**src/rtl/rv32_muldiv_wb_ctrl.sv**
```systemverilog
// Hazard and writeback controller for the multi-cycle mul/div unit in EX.
// Tracks the in-flight rd, raises RAW/structural stalls, kills on WAW, and injects the result into EX/MEM.
module rv32_muldiv_wb_ctrl #(
    parameter int XLEN = 32,
    parameter int RA_W = 5
) (
    input  logic            clk_i,
    input  logic            rst_n_i,
    input  logic            flush_i,
    input  logic [RA_W-1:0] id_rs1_i,
    input  logic [RA_W-1:0] id_rs2_i,
    input  logic            id_rs1_used_i,
    input  logic            id_rs2_used_i,
    input  logic            id_is_muldiv_i,
    input  logic            ex_issue_i,
    input  logic            ex_valid_i,
    input  logic            ex_reg_write_i,
    input  logic [RA_W-1:0] ex_rd_i,
    input  logic            md_done_i,
    input  logic [XLEN-1:0] md_result_i,
    output logic            stall_o,
    output logic            hold_ex_o,
    output logic            inject_valid_o,
    output logic [RA_W-1:0] inject_rd_o,
    output logic [XLEN-1:0] inject_data_o,
    output logic            pending_o,
    output logic [RA_W-1:0] pending_rd_o
);

    typedef enum logic [1:0] {
        ST_IDLE   = 2'd0,
        ST_BUSY   = 2'd1,
        ST_HOLD   = 2'd2,
        ST_INJECT = 2'd3
    } state_t;

    state_t          r_state,  w_state_nxt;
    logic [RA_W-1:0] r_rd_q,   w_rd_nxt;
    logic [XLEN-1:0] r_data_q, w_data_nxt;
    logic            r_killed_q, w_killed_nxt;

    logic w_clear;
    logic w_kill;
    logic w_raw_rs1;
    logic w_raw_rs2;

    // Reset and flush share one path; outputs are forced quiet while either is asserted.
    assign w_clear = flush_i | ~rst_n_i;

    assign w_kill = (r_state == ST_BUSY) & ex_valid_i & ex_reg_write_i &
                    (ex_rd_i == r_rd_q) & ~hold_ex_o;

    assign w_raw_rs1 = ~r_killed_q & id_rs1_used_i & (id_rs1_i == r_rd_q);
    assign w_raw_rs2 = ~r_killed_q & id_rs2_used_i & (id_rs2_i == r_rd_q);

    // NOTE: every variable gets a default at the top so no path can infer a latch.
    always_comb begin
        w_state_nxt  = r_state;
        w_rd_nxt     = r_rd_q;
        w_data_nxt   = r_data_q;
        w_killed_nxt = r_killed_q;

        case (r_state)
            ST_IDLE: begin
                if (ex_issue_i) begin
                    w_rd_nxt     = ex_rd_i;
                    w_killed_nxt = (ex_rd_i == '0);
                    w_state_nxt  = ST_BUSY;
                end
            end
            ST_BUSY: begin
                if (w_kill) begin
                    w_killed_nxt = 1'b1;
                end
                if (md_done_i) begin
                    if (r_killed_q | w_kill) begin
                        w_state_nxt = ST_IDLE;
                    end else begin
                        w_data_nxt  = md_result_i;
                        w_state_nxt = ST_INJECT;
                    end
                end
            end
            ST_INJECT: w_state_nxt = ST_IDLE;
            default:   w_state_nxt = ST_IDLE;
        endcase

        if (w_clear) begin
            w_state_nxt  = ST_IDLE;
            w_rd_nxt     = '0;
            w_data_nxt   = '0;
            w_killed_nxt = 1'b0;
        end
    end

    // NOTE: sequential state uses non-blocking assignments only; reset is sampled on the clock edge.
    always_ff @(posedge clk_i) begin
        if (!rst_n_i) begin
            r_state    <= ST_IDLE;
            r_rd_q     <= '0;
            r_data_q   <= '0;
            r_killed_q <= 1'b0;
        end else begin
            r_state    <= w_state_nxt;
            r_rd_q     <= w_rd_nxt;
            r_data_q   <= w_data_nxt;
            r_killed_q <= w_killed_nxt;
        end
    end

    always_comb begin
        stall_o        = 1'b0;
        hold_ex_o      = 1'b0;
        inject_valid_o = 1'b0;
        inject_rd_o    = '0;
        inject_data_o  = '0;
        pending_o      = 1'b0;
        pending_rd_o   = '0;

        if (!w_clear) begin
            if (r_state == ST_INJECT) begin
                stall_o        = 1'b1;
                hold_ex_o      = 1'b1;
                inject_valid_o = 1'b1;
                inject_rd_o    = r_rd_q;
                inject_data_o  = r_data_q;
            end else if (r_state == ST_BUSY) begin
                stall_o = id_is_muldiv_i | w_raw_rs1 | w_raw_rs2;
            end

            pending_o    = (r_state != ST_IDLE) & ~r_killed_q;
            pending_rd_o = pending_o ? r_rd_q : '0;
        end
    end

endmodule

```
**config.mk**
```make
export PLATFORM = sky130hd
export DESIGN_NAME = rv32_muldiv_wb_ctrl
export DESIGN_NICKNAME = d
export VERILOG_FILES = /design/src/rtl/rv32_muldiv_wb_ctrl.sv
export SDC_FILE = /design/constraint.sdc
export NUM_CORES = 1
export LEC_CHECK = 0
export CAP_MARGIN = 20
export CELL_PAD_IN_SITES_DETAIL_PLACEMENT = 1
export CELL_PAD_IN_SITES_GLOBAL_PLACEMENT = 1
export CORE_MARGIN = 2
export CORE_UTILIZATION = 28
export CTS_CLUSTER_SIZE = 30
export DETAILED_ROUTE_END_ITERATION = 8
export PLACE_DENSITY_LB_ADDON = 0.05
export SLEW_MARGIN = 20
export SYNTH_ARGS = -nofsm -noshare
export SYNTH_HDL_FRONTEND = slang
export SYNTH_SLANG_ARGS = --single-unit
export TNS_END_PERCENT = 10
```
**constraint.sdc**
```tcl
create_clock -name clk_i -period 2.1 [get_ports clk_i]
set_input_delay 0.42 -clock clk_i [delete_from_list [all_inputs] [get_ports clk_i]]
set_output_delay 0.42 -clock clk_i [all_outputs]
set_load 0.05 [all_outputs]
```
==> results of run 1 <==
-- Yosys cell counts --
library cell and instances:
clkbuf_1 6, buf_4 2, dfxtp_1 40, o41ai_4 1, nor4_2 1, nor2_1 10, nand3b_1 1, a211oi_2 1
xnor2_2 2, and2_1 44, nor4_1 2, o22ai_1 1, nand4_1 2, nand2_1 3, nand2b_1 1, a22o_1 32
buf_6 4, or2_2 1, nor3_1 1, nor2b_1 1, o211ai_1 1, or4_1 1, xor2_1 11, a211oi_1 1
and3_1 1, a211o_1 1, nand4bb_1 1, mux2i_1 6, xnor2_1 2, nand4bb_4 1, buf_2 6
-- worst max-delay path, delay by kind of cell --
| kind | cells | cell delay, ns |
|---|---|---|
| buffers and inverters | 2 | 0.43 |
| and+or+nand+nor | 3 | 0.77 |
-- where the power goes --
group | switching (mW) | internal, mW
sequential | 0.0122 | 0.769
combinational | 0.0966 | 0.159
clock | 0.269 | 0.225
total | 0.378 | 1.15
-- flip-flops by register name, summed over array words and instances, names as in the netlist --
| name | cells |
|---|---|
| r_rd_q | 5 |
| r_state | 2 |
| r_killed_q | 1 |
| r_data_q | 32 |
-- timing repair --
action                                  CTS  global route
resized for setup                        28            20
pin swaps                                 0             6
cloned                                    3             0
buffers inserted                          2             4
endpoints found under the setup margin   46            13
-- layout make-up --
cell class	count	area, sq um
clock buffer	5	68.82
clock inverter	2	12.51
fill	687	2803
multi-input combinational	130	1092
sequential	40	813.3
tap	80	100.1
timing repair buffer	131	1829
-- stage by stage --
step / instances / utilization [%]
2_1_floorplan: 188 / -
6_report: 388 / 58.29
5_1_grt: 388 / 58.29
3_5_place_dp: 372 / 53.45
4_1_cts: 384 / 57.10
3_3_place_gp: 372 / 53.45
-- worst paths after layout --
kind | endpoint | slack [ns] | from | cells past startpoint
max | pending_rd_o[0] | 0.06 | flush_i | 5
min | r_data_q[11] | 0.48 | r_data_q[11] | 1
max reg2reg | r_data_q[30] | 0.37 | r_rd_q[1] | 6
min reg2reg | r_data_q[11] | 0.48 | r_data_q[11] | 1
-- metal layers --
metal	wire length [microns]	vias to the layer above	share of wire, %	track usage [%]
met5	0	-	0	0
met4	92	0	1.4	5.398
met3	466	9	7.3	5.905
met2	3151	68	50	28.88
met1	2641	894	42	22.18
li1	-	890	-	-
-- logic make-up (layout without fill, tap and decap cells) --
family | after synthesis | count (layout) | synth area share [%]
AO/OA/AOI/OAI | 38 | 38 | 18.29
XOR/XNOR | 15 | 15 | 7.642
buffers and inverters | 18 | 138 | 5.878
flip-flops | 40 | 40 | 41.80
multiplexers | 6 | 6 | 3.135
AND/OR/NAND/NOR | 71 | 71 | 23.25
==> metrics.md, run 1 <==
| Metric | Value |
|---|---|
| Status | complete, no violations |
| Critical path type | in2out |
| Worst Max-Slew Pin Slew | 0.4267 ns |
| Synth Area per Inst | 10.19 sq um |
| Die Area | 7519 sq um |
| Routed wire length | 6351 microns |
| Layout cells sized above 1 | 37.66% |
| Maximum Capacitance Violations | 0 |
| PortBufs | 102 |
| CTS Sinks | 40 |
| Leak | 1.671 nW |
| Via density | 4.796 |
| CTS Buffer Depth | 2 |
| First DRT Iteration DRCs | 23 |
| Post-route clock skew | 0.005082 ns |
| H-Tree Depth | 2 |
| Post-route cell area | 3916 sq um |
| Routed vias | 1861 |
| Syn nets | 245 |
| CP required | 1.68 ns |
| # setup viols final | 0 |
| Largest net degree at the start of global routing | 33 |
| Die X | 86.71 microns |
| Post-synth top area cell | dfxtp_1 |
| GRT Resource Usage Total | 17.72% |
| Most common cell after layout, fill and taps aside | buf_12 |
| Area grow syn2layout | 104.4% |
| Seq cells post-synth | 40 |
| Hold WS | 0.4765 ns |
| Critical path peak fanout | 6 |
| Worst-path clk slew | 0.08 ns |
| Initial Util | 28.51% |
| Crit end category | output pin |
| Core area | 6719 sq um |
| Syn Inst Count | 188 |
| Register area share after synthesis | 41.80% |
| Initial antenna violation count | 0 |
| Critical path arrival | 1.62 ns |
| Critical-path cell list | dlygate4sd2_1 -> nand2b_1 -> nor3_4 -> and2_1 -> buf_12 |
| Via count of the first global-routing pass | 1945 |
| IO Count | 103 |
| DRT Pass-1 Iters | 4 |
| Final slew viol count | 0 |
| Pwr dens | 390.9 nW/um^2 |
| Synth warn | 0 |
| Remaining global-route overflow | 0 |
| Crit path max-delay cell type | nor3_4 |
| Chip Height | 86.71 microns |
| Setup TNS | 0 ns |
| Final Critical Period | 2.040 ns |
| Peak supply drop | 0.2605 mV |
| RSZ-0062 raised after global routing | true |
| Routed wire length per instance | 16.37 microns |
| Worst relative slew slack | 71.55% |
| Final Hold Fails | 0 |
| Slowest stage delay, CP | 0.31 ns |
| Final worst slack | 0.05964 ns |
| ANT nets after route | 0 |
| Num CTS Buffers | 5 |
| CTS tree | done |
| Post-DP Area | 3591 sq um |
| Post-Syn Area | 1916 sq um |
| Dpl ws | -0.1994 ns |
| Area contributors post-synth | dfxtp_1 (42%), a22o_1 (15%), and2_1 (14%), xor2_1 (5.0%), mux2i_1 (3.1%) |
| First-pass GRT wire length | 10200 microns |
| Post-DP HPWL | 4442 microns |
| Fmax | 490.1 MHz |
| Final net count | 365 |
| Hold buffers post-CTS | 0 |
| Final period util | 97.16% |
| # rows | 30 |
| Cell at the root of the clock tree | clkbuf_8 |
| # DRC | 0 |
| Worst setup SP type | input port |
| Gpl congestion | 0.7560 |
| Distinct cells, synth | 31 |
| # diodes | 0 |
| Skew-Pair Late Insertion Delay | 0.29 ns |
| Most frequent cells in the layout | buf_12 (49), clkdlybuf4s50_1 (46), dfxtp_1 (36) |
| Hold Crit Class | reg2reg |
| Synth top area share | 41.80% |
| Design Power | 1.531 mW |
No activity file was read; power rests on OpenSTA's default activity.
==> inputs of run 2 (changes only) <==
REMOVE_ABC_BUFFERS = 1   (was not set)
==> metrics.md, run 2 (synthesized netlist as in run 1, its figures left out) <==
| Metric | Value |
|---|---|
| Maximum Capacitance Violations | 0 |
| RSZ-0062 raised after global routing | true |
| Remaining global-route overflow | 0 |
| Status | complete, no violations |
| Initial antenna violation count | 0 |
| # rows | 30 |
| Critical path arrival | 1.67 ns |
| Die Area | 7519 sq um |
| Hold Crit Class | reg2reg |
| Routed wire length per instance | 15.58 microns |
| Peak supply drop | 0.2427 mV |
| Area grow syn2layout | 100.9% |
| PortBufs | 102 |
| Gpl congestion | 0.7248 |
| Cell at the root of the clock tree | clkbuf_8 |
| Worst Reg-to-Reg Cells | 6 |
| Worst Max-Slew Pin Slew | 0.4001 ns |
| Worst-path clk slew | 0.08 ns |
| Post-route clock skew | 0.003148 ns |
| RR Startpoint | r_rd_q[1] |
| # setup viols final | 0 |
| Die X | 86.71 microns |
| Initial Util | 28.51% |
| Final Hold Fails | 0 |
| Most frequent cells in the layout | buf_12 (48), clkdlybuf4s50_1 (47), dfxtp_1 (37) |
| Worst relative slew slack | 73.33% |
| ANT nets after route | 0 |
| Setup TNS | 0 ns |
| H-Tree Depth | 2 |
| Critical Path Start | r_rd_q[4] |
| Post-DP HPWL | 4118 microns |
| Most common cell after layout, fill and taps aside | buf_12 |
| Top flop regs | r_data_q (32), r_rd_q (5), r_state (2) |
| R2R Setup Slk | 0.31 ns |
| Critical path type | reg2out |
| Util after Layout | 57.28% |
| Final Critical Period | 2.091 ns |
| Fmax | 478.2 MHz |
| First DRT Iteration DRCs | 47 |
| Hold Path Depth | 1 |
| Area of the multi-input gates | 1080 sq um |
| Routed wire length | 6031 microns |
| Cell total after placement | 373 |
| Critical path peak fanout | 4 |
| Chip Height | 86.71 microns |
| Crit end category | output pin |
| CTS Buffer Depth | 2 |
| # diodes | 0 |
| Final cell count without fillers | 387 |
| Pwr dens | 394.8 nW/um^2 |
| # DRC | 0 |
| Biggest register | r_data_q |
| Final slew viol count | 0 |
| FILL cells | 696 |
| Skew-Pair Late Insertion Delay | 0.28 ns |
| Num CTS Buffers | 5 |
| DRT Pass-1 Iters | 4 |
| First-pass GRT wire length | 9915 microns |
| Largest net degree at the start of global routing | 34 |
| Via count of the first global-routing pass | 1991 |
| CP required | 1.68 ns |
| Flip-flop count of the largest register after layout | 32 |
| Routed vias | 1814 |
| GRT Resource Usage Total | 16.88% |
| CTS tree | done |
| Worst setup SP type | flip-flop |
| Leak | 1.621 nW |
| Final net count | 364 |
| IO Count | 103 |
| Hold WS | 0.4747 ns |
| Core area | 6719 sq um |
| Via density | 4.687 |
| Reg-to-Reg End | r_data_q[9] |
| Layout cells sized above 1 | 37.46% |
| CP Capture Point | stall_o |
| Seq. cell area | 809.5 sq um |
| Final period util | 99.58% |
| CTS Sinks | 40 |
## run 2: cell types whose count changed in the layout (fill, tap and decap cells not counted), sizes merged
cell	previous run	this run
clkbuf	6	7
dlygate4sd2	1	3
clkinvlp	1	0
clkdlybuf4s15	1	3
dlymetal6s2s	8	3
clkdlybuf4s50	46	47
bufbuf	1	0
## run 2: what timing repair did
item	in CTS	in global routing
setup endpoints to repair	45	2
buffers inserted	3	2
resized for setup	37	12
pin swaps	3	7
hold buffers	0	0
cloned	2	0
## run 2: worst min-delay path by stage
stage,end,startpoint
global route,r_data_q[28],r_data_q[28]
floorplan,r_data_q[0],r_data_q[0]
finish,r_data_q[12],r_data_q[12]
global placement,r_data_q[4],r_data_q[4]
detailed placement,r_data_q[7],r_data_q[7]
CTS,r_data_q[12],r_data_q[12]
## run 2: cell type report
cell class              count  share of cell area (%)
repair buffers            130                   46.29
multi-input cells         130                   28.06
flip-flops and latches     40                   21.03
well taps                  80                   2.601
clock buffers               6                   1.886
clock inverters             1                  0.1300
## run 2: critical path, stage by stage, from the launching register on
cell	delay [ns]
dfxtp_2	0.34
buf_6	0.13
xor2_1	0.15
nor4_1	0.28
nand4_1	0.13
o211ai_1	0.14
clkbuf_16	0.21
## run 2: through the flow
step | total power, mW | setup slack [ns] | cell area [sq um]
finish | 1.519 | 0.008745 | 3849
global route | 1.588 | -0.06511 | 3849
CTS | 1.539 | -0.1391 | 3819
detailed placement | 1.050 | -0.2210 | 3587
global placement | 1.046 | -0.2030 | 3587
floorplan | 0.8790 | -0.8849 | 1803
## run 2: layer usage
| layer | share of wire (%) | wire (microns) | vias up | track usage [%] |
|---|---|---|---|---|
| met1 | 48 | 2875 | 849 | 21.89 |
| met4 | 1.7 | 104 | 0 | 5.682 |
| met3 | 6.3 | 380 | 10 | 4.095 |
| met2 | 44 | 2671 | 68 | 27.48 |
| li1 | - | - | 887 | - |
| met5 | 0 | 0 | - | 0 |
## run 2: where the power goes
group          total (mW)  switching, mW  internal [mW]
clock               0.489          0.262          0.226
combinational       0.251         0.0924          0.159
sequential          0.780         0.0102          0.769
